$ cat src/rtl/sha_msg_packer_if.sv
// Stream bundle between the upstream 32-bit word source and the padder.
// The packer uses the master view, the traffic source/sink the slave view.
interface sha_msg_packer_if;
  logic [31:0] s_data;
  logic        s_valid;
  logic        s_ready;
  logic [63:0] in;
  logic        in_ready;
  logic        is_last;
  logic [2:0]  byte_num;
  logic        buffer_full;

  modport master (
    input  s_data,
    input  s_valid,
    input  buffer_full,
    output s_ready,
    output in,
    output in_ready,
    output is_last,
    output byte_num
  );

  modport slave (
    output s_data,
    output s_valid,
    output buffer_full,
    input  s_ready,
    input  in,
    input  in_ready,
    input  is_last,
    input  byte_num
  );
endinterface

$ cat src/rtl/sha_msg_packer.sv
// Packs a length-tagged 32-bit word stream into 64-bit padder words,
// adding the zero-byte terminator when the length is a multiple of 8.
module sha_msg_packer #(
  parameter int LEN_W = 16
) (
  input  logic             clk,
  input  logic             reset,
  input  logic             start,
  input  logic [LEN_W-1:0] msg_len,
  input  logic [1:0]       mode_in,
  output logic [1:0]       mode,
  output logic             busy,
  output logic             done,
  sha_msg_packer_if.master bus
);

  localparam logic [2:0] IDLE     = 3'd0;
  localparam logic [2:0] FETCH_HI = 3'd1;
  localparam logic [2:0] FETCH_LO = 3'd2;
  localparam logic [2:0] PRESENT  = 3'd3;
  localparam logic [2:0] DONE     = 3'd4;

  localparam logic [LEN_W-1:0] B0 = '0;
  localparam logic [LEN_W-1:0] B4 = LEN_W'(4);
  localparam logic [LEN_W-1:0] B8 = LEN_W'(8);

  logic [2:0]       state;
  logic [LEN_W-1:0] rem;
  logic [63:0]      word64;
  logic [1:0]       mode_r;
  logic             final_r;
  logic             xfer;
  logic             consume;

  // Keep the first n bytes of a big-endian word, zero the rest.
  function automatic logic [31:0] keep_bytes(
    input logic [31:0] w,
    input logic [2:0]  n
  );
    logic [31:0] r;
    case (n)
      3'd1:    r = {w[31:24], 24'h0};
      3'd2:    r = {w[31:16], 16'h0};
      3'd3:    r = {w[31:8], 8'h0};
      default: r = w;
    endcase
    return r;
  endfunction

  assign bus.s_ready = (state == FETCH_HI) | (state == FETCH_LO);
  assign bus.in_ready = (state == PRESENT);
  assign bus.in = word64;
  assign bus.is_last = bus.in_ready & final_r & ~bus.buffer_full;
  assign bus.byte_num = (bus.in_ready & final_r) ? rem[2:0] : 3'd0;

  assign xfer = bus.s_ready & bus.s_valid;
  assign consume = bus.in_ready & ~bus.buffer_full;

  assign mode = mode_r;
  assign busy = (state == FETCH_HI) | (state == FETCH_LO) |
                (state == PRESENT);
  assign done = (state == DONE);

  always_ff @(posedge clk) begin
    if (reset) begin
      state   <= IDLE;
      rem     <= '0;
      word64  <= '0;
      mode_r  <= '0;
      final_r <= 1'b0;
    end else begin
      case (state)
        IDLE, DONE: begin
          if (start) begin
            mode_r <= mode_in;
            rem    <= msg_len;
            if (msg_len == B0) begin
              word64  <= '0;
              final_r <= 1'b1;
              state   <= PRESENT;
            end else begin
              final_r <= 1'b0;
              state   <= FETCH_HI;
            end
          end
        end
        FETCH_HI: begin
          if (xfer) begin
            if (rem <= B4) begin
              word64  <= {keep_bytes(bus.s_data, rem[2:0]), 32'h0};
              final_r <= 1'b1;
              state   <= PRESENT;
            end else begin
              word64  <= {bus.s_data, 32'h0};
              final_r <= 1'b0;
              state   <= FETCH_LO;
            end
          end
        end
        FETCH_LO: begin
          if (xfer) begin
            if (rem < B8) begin
              word64[31:0] <= keep_bytes(bus.s_data,
                                         rem[2:0] - 3'd4);
              final_r <= 1'b1;
            end else begin
              word64[31:0] <= bus.s_data;
              final_r <= 1'b0;
            end
            state <= PRESENT;
          end
        end
        PRESENT: begin
          if (consume) begin
            if (final_r) begin
              state <= DONE;
            end else if (rem == B8) begin
              // Exact multiple of 8: one empty terminating word.
              rem     <= '0;
              word64  <= '0;
              final_r <= 1'b1;
            end else begin
              rem   <= rem - B8;
              state <= FETCH_HI;
            end
          end
        end
        default: state <= IDLE;
      endcase
    end
  end

endmodule

$ cat src/flat_wrapper.sv
// flat-port wrapper written by rule: the top's interface ports become plain ports
module sha_msg_packer_flat 
#(
  parameter int LEN_W = 16
)
  (clk, reset, start, msg_len, mode_in, mode, busy, done, bus_s_data, bus_s_valid, bus_buffer_full, bus_s_ready, bus_in, bus_in_ready, bus_is_last, bus_byte_num);
  sha_msg_packer_if bus_i ();
  input  logic clk;
  input  logic reset;
  input  logic start;
  input  logic [LEN_W-1:0] msg_len;
  input  logic [1:0] mode_in;
  output logic [1:0] mode;
  output logic busy;
  output logic done;
  input wire logic [$bits(bus_i.s_data)-1:0] bus_s_data;
  input wire logic [$bits(bus_i.s_valid)-1:0] bus_s_valid;
  input wire logic [$bits(bus_i.buffer_full)-1:0] bus_buffer_full;
  output wire logic [$bits(bus_i.s_ready)-1:0] bus_s_ready;
  output wire logic [$bits(bus_i.in)-1:0] bus_in;
  output wire logic [$bits(bus_i.in_ready)-1:0] bus_in_ready;
  output wire logic [$bits(bus_i.is_last)-1:0] bus_is_last;
  output wire logic [$bits(bus_i.byte_num)-1:0] bus_byte_num;
  assign bus_i.s_data = bus_s_data;
  assign bus_i.s_valid = bus_s_valid;
  assign bus_i.buffer_full = bus_buffer_full;
  assign bus_s_ready = bus_i.s_ready;
  assign bus_in = bus_i.in;
  assign bus_in_ready = bus_i.in_ready;
  assign bus_is_last = bus_i.is_last;
  assign bus_byte_num = bus_i.byte_num;
  sha_msg_packer #(.LEN_W(LEN_W)) u_core (.clk(clk), .reset(reset), .start(start), .msg_len(msg_len), .mode_in(mode_in), .mode(mode), .busy(busy), .done(done), .bus(bus_i));
endmodule
$ cat config.mk
export PLATFORM = sky130hd
export DESIGN_NAME = sha_msg_packer_flat
export DESIGN_NICKNAME = d
export VERILOG_FILES = /design/src/rtl/sha_msg_packer_if.sv /design/src/rtl/sha_msg_packer.sv /design/src/flat_wrapper.sv
export SDC_FILE = /design/constraint.sdc
export NUM_CORES = 1
export LEC_CHECK = 0
export CORE_MARGIN = 4
export CORE_UTILIZATION = 52
export DETAILED_ROUTE_END_ITERATION = 10
export PLACE_DENSITY_LB_ADDON = 0.15
export SYNTH_ARGS = -nofsm -noshare
export SYNTH_HDL_FRONTEND = slang
export SYNTH_SLANG_ARGS = --single-unit
$ cat constraint.sdc
create_clock -name clk -period 4 [get_ports clk]
set_clock_uncertainty 0.1 [all_clocks]
set_input_delay 0.8 -clock clk [delete_from_list [all_inputs] [get_ports clk]]
set_output_delay 0.8 -clock clk [all_outputs]
set_load 0.02 [all_outputs]
==> results.toml, run 1 <==
[status]
status = "finished clean"

[route]
ant_nets = 0
wl_per_cell_um = 16.1
vias_per_cell = 5.64
vias = 4178
first_pass_iters = 5
finalWirelength_mm = 11.9
drc_errors = 0
first_iter_violations = 235

[power]
p_leak_nw = 2.40
p_total_mw = 2.79
p_per_area_nw_per_um2 = 468
peakVddDrop_uv = 356

[clock_tree]
cts_tree = "built"
post-cts-setup-buffers = 0
cts.reportedPaths.clkPinSlew_ns = 0.09
clk-insertion-delay-late_ns = 0.35
ctsHoldBuffers = 0
clockBufferDepth = 2
clockRootBuffer = "clkbuf_8"
htree_levels = 3
cts_resized = 0
cts_buffers = 9
cts.sinks = 86

[logic_synthesis]
yosysUniqueCellTypes = 55
ys.flop_type = "dfxtp_1"
synth_nets = 566
synth_common_cells = "nand2_1 (91), dfxtp_1 (86), mux2i_1 (64), nand2b_1 (61), nor2b_1 (29)"
postSynthAreaPerCell_um2 = 8.74
synth-edff-count = 0
synth_area_leaders = "dfxtp_1 (39%), mux2i_1 (14%), nand2b_1 (8.6%)"
ys_ff_latch = 86
syn-instance-count = 510
syn-cell-area_um2 = 4460
synthArstFlopShare_pct = 0
yosys.area.top_type = "dfxtp_1"
ys_seq_area_share_pct = 38.6
yosysMostFrequentCell = "nand2_1"
ys_warn_count = 0
synth_top_area_share_pct = 38.6

[layout]
n_antenna_cell = 0
fin_nets = 687
nFillCells = 671
drive_above_1_share_pct = 6.76
final_util_pct = 72.2
stdcell_count = 741
syn_to_final_growth_pct = 33.8
stdcell_area_um2 = 5960

[worst_setup_path]
cpMaxStageDelayCell = "clkdlybuf4s50_1"
path_delay_family = "buffers and inverters"
cp_slowest_stage_delay_ns = 0.61
crit_chain = "nand3b_1 -> buf_4 -> inv_1 -> buf_4 -> clkdlybuf4s50_1"
crit_arrival_ns = 2.17
crit_required_ns = 3.10
critPathBufInv = 4
cpMostUsedCell = "buf_4"
critPathKind = "reg2out"
worstSetupStartpointType = "flip-flop"
critPathMaxFanout = 17
setup.worst_path.end_class = "output pin"

[place]
gp_congestion = 0.928
dp_cells = 725
place_area_um2 = 5780
dp_hpwl_mm = 8.75
portBuffers = 128

[sta]
min_period_ns = 3.07
post-route-period-util_pct = 76.8
slew_headroom_pct = 45.2
slew_violations = 0
max_clock_freq_mhz = 326
final_hold_viol_count = 0
worst_pin_slew_ns = 0.818
rsz0062_at_grt = "false"
setup_viol = 0
setup_tns_ns = 0

[floorplanning]
core-area_um2 = 8260
die_h_um = 101
num_rows = 33
die_area_um2 = 10100
fp.dieW_um = 101
start_util_pct = 54.0
io_pins = 129

[grt]
grt_pass1_wl_mm = 19.2
grt_pass1_vias = 4039
grt_max_degree = 41
grtUsageTotal_pct = 23.4
antenna_found_initial = 0
gr-total-overflow = 0

[run]
maxCapViolCount = 0

[worst_hold_path]
hp-class = "reg2reg"
==> layout make-up <==
type,instances,area [um^2],share of cell area [%]
clock buffers,10,138,2.31
clock inverters,6,45.0,0.755
inverters,9,33.8,0.567
multi-input cells,386,2530,42.5
flip-flops and latches,86,1720,28.9
well taps,105,131,2.20
repair buffers,139,1360,22.8
==> cell usage in the layout (no fill, tap or decap), drive strengths merged, types with 2 or more instances in the layout <==
cell / n
o311ai: 6
or4: 2
a32o: 4
o21ai: 10
nand2b: 61
and3: 5
clkbuf: 10
mux2i: 64
a31oi: 10
clkinvlp: 3
o21a: 3
o211ai: 2
nor4: 13
clkinv: 2
clkdlybuf4s50: 127
a32oi: 2
nor3b: 5
a21oi: 20
nand4: 4
nor2b: 30
nor2: 9
inv: 10
nor3: 4
buf: 12
nand4b: 8
nand3: 12
a211oi: 2
dfxtp: 86
a22oi: 3
or2: 2
nand2: 92
==> final timing paths <==
path                         from                 to  slack, ns  cells after the start
setup / recovery  u_core.state[0]       bus_in_ready       0.93                      5
setup reg to reg    u_core.rem[8]  u_core.bus.in[48]       1.59                      5
hold / removal     u_core.mode[1]     u_core.mode[1]       0.36                      2
hold reg to reg    u_core.mode[1]     u_core.mode[1]       0.36                      2
==> state kept, by name, summed over array words and instances, names as in the netlist <==
| name | count |
|---|---|
| u_core.bus.in | 64 |
| u_core.state | 3 |
| u_core.rem | 16 |
| u_core.final_r | 1 |
| u_core.mode | 2 |
==> cell families (layout without fill, tap and decap cells) <==
group	Yosys count	in the layout	share of synthesized area, %
AO/OA/AOI/OAI	70	70	10.6
XOR/XNOR	1	1	0.197
flip-flops	86	86	38.6
multiplexers	64	64	14.4
AND/OR/NAND/NOR	250	250	31.5
adder cells (fa/ha/maj)	1	1	0.281
buffers and inverters	38	164	4.46
==> stage by stage <==
stage / worst slack [ns] / hold slack (ns)
after floorplan: 1.66 / 0.373
after CTS: 0.920 / 0.359
after global routing: 0.760 / 0.380
after detailed placement: 0.898 / 0.346
final: 0.930 / 0.357
after global placement: 0.956 / 0.341
==> tightest hold or removal path, delay by kind of cell, from the launching register on <==
kind,cells,cell delay [ns]
DFF,1,0.32
and+or+nand+nor,1,0.05
AOI/OAI and AO/OA,1,0.05
==> where the power goes <==
group | total (mW) | internal [mW] | switching [mW]
clock | 0.569 | 0.245 | 0.324
combinational | 1.18 | 0.486 | 0.695
sequential | 1.04 | 0.942 | 0.102
==> per-layer routing <==
metal	wire (um)	up-vias	track usage (%)	part of all wire (%)
li1	-	2021	-	-
met1	4980	1961	29.5	42
met2	5780	169	39.4	48
met3	888	27	5.05	7.4
met4	285	0	8.19	2.4
met5	0	-	0	0
(Power assumes the default switching activity.)
==> inputs of run 2 (changes only) <==
--- a/config.mk
+++ b/config.mk
@@ -6,7 +6,7 @@
 export NUM_CORES = 1
 export LEC_CHECK = 0
 export CORE_MARGIN = 4
-export CORE_UTILIZATION = 52
+export CORE_UTILIZATION = 43
 export DETAILED_ROUTE_END_ITERATION = 10
 export PLACE_DENSITY_LB_ADDON = 0.15
 export SYNTH_ARGS = -nofsm -noshare
==> constraint.sdc (replaced) <==
create_clock -name clk -period 2.5 [get_ports clk]
set_clock_uncertainty 0.1 [all_clocks]
set_input_delay 0.5 -clock clk [delete_from_list [all_inputs] [get_ports clk]]
set_output_delay 0.5 -clock clk [all_outputs]
set_load 0.02 [all_outputs]
==> results.toml, run 2 (synthesis results as in run 1) <==
[clock_tree]
cts_buffers = 9
htree_levels = 3
cts_tree = "built"
cts.reportedPaths.clkPinSlew_ns = 0.09
cts.sinks = 86
clockRootBuffer = "clkbuf_8"
clockBufferDepth = 2
clk-insertion-delay-late_ns = 0.36

[place]
dp_hpwl_mm = 9.17
gp_congestion = 0.890
portBuffers = 128

[layout]
syn_to_final_growth_pct = 37.7
fin_nets = 698
drive_above_1_share_pct = 8.37
mostFrequentLayoutCells = "clkdlybuf4s50_1 (121), nand2_1 (91), dfxtp_1 (85)"
n_antenna_cell = 0
largest_reg_flops = 64
final_common_cell = "clkdlybuf4s50_1"

[floorplanning]
die_h_um = 110
core-area_um2 = 9910
num_rows = 36
die_area_um2 = 12100
start_util_pct = 45.0
io_pins = 129
fp.dieW_um = 110

[sta]
setup_tns_ns = 0
worst_pin_slew_ns = 0.866
post-route-period-util_pct = 94.5
slew_violations = 0
min_period_ns = 2.36
final_hold_viol_count = 0
rsz0062_at_grt = "false"
max_clock_freq_mhz = 423
slew_headroom_pct = 42.0
setup_viol = 0

[route]
wl_per_cell_um = 16.0
vias = 4166
ant_nets = 0
finalWirelength_mm = 12.4
first_iter_violations = 162
vias_per_cell = 5.35
first_pass_iters = 5
drc_errors = 0

[worst_setup_path]
crit_arrival_ns = 1.76
setup.worst_path.end_class = "output pin"
worstSetupStartpointType = "flip-flop"
critPathKind = "reg2out"
crit_required_ns = 1.90
critPathMaxFanout = 8

[power]
p_per_area_nw_per_um2 = 764
p_leak_nw = 2.53
p_total_mw = 4.69
peakVddDrop_uv = 453

[grt]
gr-total-overflow = 0
grt_max_degree = 43
grt_pass1_vias = 3973
antenna_found_initial = 0
grt_pass1_wl_mm = 20.0
grtUsageTotal_pct = 20.9

[worst_hold_path]
hp-class = "reg2reg"

[status]
status = "finished clean"

[run]
maxCapViolCount = 0
run 2: cell types whose count changed in the layout (fill, tap and decap cells not counted), moves of 3 or more:
| cell | previous run | this run |
|---|---|---|
| buf_4 | 11 | 18 |
| buf_12 | 0 | 4 |
| clkdlybuf4s50_1 | 127 | 121 |
| dlygate4sd2_1 | 0 | 5 |
| clkinvlp_4 | 3 | 0 |
run 2: power by group:
group	switching (mW)	internal [mW]	total, mW
Combinational	1.14	0.895	2.04
Sequential	0.161	1.51	1.67
Clock	0.499	0.481	0.981
run 2: metrics by stage:
step | instances | instance area (um^2) | utilization (%) | hold slack [ns] | setup slack, ns
after floorplan | 510 | 4460 | - | 0.373 | 0.460
after global placement | 764 | 5950 | 60.0 | 0.344 | 0.0155
after detailed placement | 764 | 5950 | 60.0 | 0.351 | 0.0359
after CTS | 778 | 6130 | 61.9 | 0.364 | 0.0635
after global routing | 778 | 6130 | 61.9 | 0.392 | 0.0618
final | 778 | 6130 | 61.9 | 0.361 | 0.138
run 2: area by class of cell:
class                      instances  area, um^2
sequential                        86        1720
tap                              133         166
fill                             902        3780
clock buffer                      11         141
multi-input combinational        386        2540
inverter                           9        33.8
timing repair buffer             150        1490
clock inverter                     3        43.8
run 2: worst max-delay path, stage by stage (launching register included):
cell	delay [ns]
dfxtp_1	0.39
nand3b_1	0.24
inv_2	0.15
clkdlybuf4s50_1	0.62
run 2: path summary, 6_finish.rpt:
path,from,cells after the start,to,slack (ns)
max reg2reg,u_core.rem[11],5,u_core.bus.in[7],0.40
min,u_core.mode[0],2,u_core.mode[0],0.36
max,u_core.state[2],3,bus_in_ready,0.14
min reg2reg,u_core.mode[0],2,u_core.mode[0],0.36
run 2: what timing repair did:
item,in CTS,in global routing
endpoints found under the setup margin,6,1
pin swaps,0,0
hold buffers,0,0
setup buffers,0,0
resized for setup,8,1
run 2: metal layers:
metal,up-vias,track usage (%),wire length [um]
met1,1970,27.6,5420
met3,14,4.64,821
met2,133,34.4,6020
met4,0,5.88,159
met5,-,0,0
li1,2049,-,-
==> inputs of run 3 (changes only) <==
--- a/config.mk
+++ b/config.mk
@@ -9,6 +9,7 @@
 export CORE_UTILIZATION = 43
 export DETAILED_ROUTE_END_ITERATION = 10
 export PLACE_DENSITY_LB_ADDON = 0.15
+export RECOVER_POWER = 50
 export SYNTH_ARGS = -nofsm -noshare
 export SYNTH_HDL_FRONTEND = slang
 export SYNTH_SLANG_ARGS = --single-unit
==> results.toml, run 3 (synthesis results as in run 1) <==
[floorplanning]
num_rows = 36
die_h_um = 110
io_pins = 129
fp.dieW_um = 110
start_util_pct = 45.0
die_area_um2 = 12100
core-area_um2 = 9910

[clock_tree]
cts_buffers = 9
post-cts-setup-buffers = 0
cts_tree = "built"
htree_levels = 3
clk-insertion-delay-late_ns = 0.36
cts.reportedPaths.clkPinSlew_ns = 0.09
clockBufferDepth = 2
cts.sinks = 86
clockRootBuffer = "clkbuf_8"
ctsHoldBuffers = 0

[route]
vias_per_cell = 5.33
finalWirelength_mm = 12.4
ant_nets = 0
vias = 4145
first_iter_violations = 163
first_pass_iters = 5
drc_errors = 0
wl_per_cell_um = 15.9

[power]
peakVddDrop_uv = 452
p_per_area_nw_per_um2 = 759
p_leak_nw = 2.75
p_sw_mw = 1.79
switching_share_pct = 38.6
p_int_mw = 2.85
combPwrFrac_pct = 43.2
p_total_mw = 4.64
seq_power_share_pct = 35.8
clkPwrFrac_pct = 21.0

[sta]
whs_ns = 0.358
min_period_ns = 2.35
slew_headroom_pct = 40.0
rsz0062_at_grt = "false"
final_hold_viol_count = 0
setup_slack_ns = 0.153
setup_tns_ns = 0
post-route-period-util_pct = 93.9
setup_viol = 0
slew_violations = 0
worst_pin_slew_ns = 0.895
max_clock_freq_mhz = 426

[worst_setup_path]
critPathKind = "reg2out"
critPathMaxFanout = 8
setup.worst_path.end_class = "output pin"
worstSetupStartpointType = "flip-flop"
crit_required_ns = 1.90
crit_arrival_ns = 1.75

[grt]
gr-usage-met3_pct = 4.64
antenna_found_initial = 0
grt_pass1_wl_mm = 20.0
grt_max_degree = 43
grt_pass1_vias = 3973
gr-total-overflow = 0
grt_busiest_layer = "met2"
global_route.usage.met2_pct = 34.4
grtUsageTotal_pct = 20.9
gr-usage-met1_pct = 27.6

[layout]
mostFrequentLayoutCells = "nand2_1 (91), dfxtp_1 (85), dlygate4sd3_1 (67)"
fin_nets = 698
largest_reg_flops = 64
drive_above_1_share_pct = 8.06
stdcell_area_um2 = 6120
syn_to_final_growth_pct = 37.3
stdcell_count = 778
n_antenna_cell = 0
final_util_pct = 61.7
final_common_cell = "nand2_1"

[place]
dp_cells = 764
portBuffers = 128
gp_congestion = 0.890
pre_cts_ws_ns = 0.0359
dp_hpwl_mm = 9.17
place_area_um2 = 5950

[status]
status = "finished clean"

[run]
maxCapViolCount = 0

[worst_hold_path]
hp-class = "reg2reg"
-- run 3: changes by cell type in the layout (fill, tap and decap cells not counted), sizes merged --
cell           delta
clkdlybuf4s50    -67
clkbuf            +1
buf               -1
dlygate4sd3      +67
-- run 3: cell type report --
type | instances | area (um^2)
clock inverter | 3 | 43.8
clock buffer | 11 | 141
inverter | 9 | 33.8
sequential | 86 | 1720
fill | 904 | 3790
multi-input combinational | 386 | 2520
tap | 133 | 166
timing repair buffer | 150 | 1480
-- run 3: routing by layer --
metal / routed length, um / vias to the layer above
li1: - / 2050
met1: 5480 / 1959
met2: 6000 / 122
met3: 751 / 14
met4: 158 / 0
met5: 0 / -
-- run 3: final timing paths --
| path | from | end | slack [ns] | cells past startpoint |
|---|---|---|---|---|
| max reg2reg | u_core.rem[8] | u_core.rem[5] | 0.26 | 5 |
| max | u_core.state[2] | bus_in_ready | 0.15 | 3 |
| min | u_core.mode[0] | u_core.mode[0] | 0.36 | 2 |
| min reg2reg | u_core.mode[0] | u_core.mode[0] | 0.36 | 2 |
-- run 3: power by group through the flow --
stage	logic [mW]	clock network, mW	registers (mW)
after detailed placement	2.04	0	1.69
after global routing	2.19	1.06	1.68
after floorplan	1.31	0	1.72
after global placement	2.02	0	1.69
after CTS	2.04	0.998	1.67
final	2.01	0.976	1.66
-- run 3: critical path: stages, from the launching register on --
cell and delay, ns:
dfxtp_1 0.38, nand3b_1 0.23, inv_2 0.15, clkdlybuf4s50_1 0.62
-- run 3: repair_timing --
action	in CTS	in global routing
gates resized for setup	8	1
endpoints found under the hold margin	0	0
setup endpoints to repair	6	1
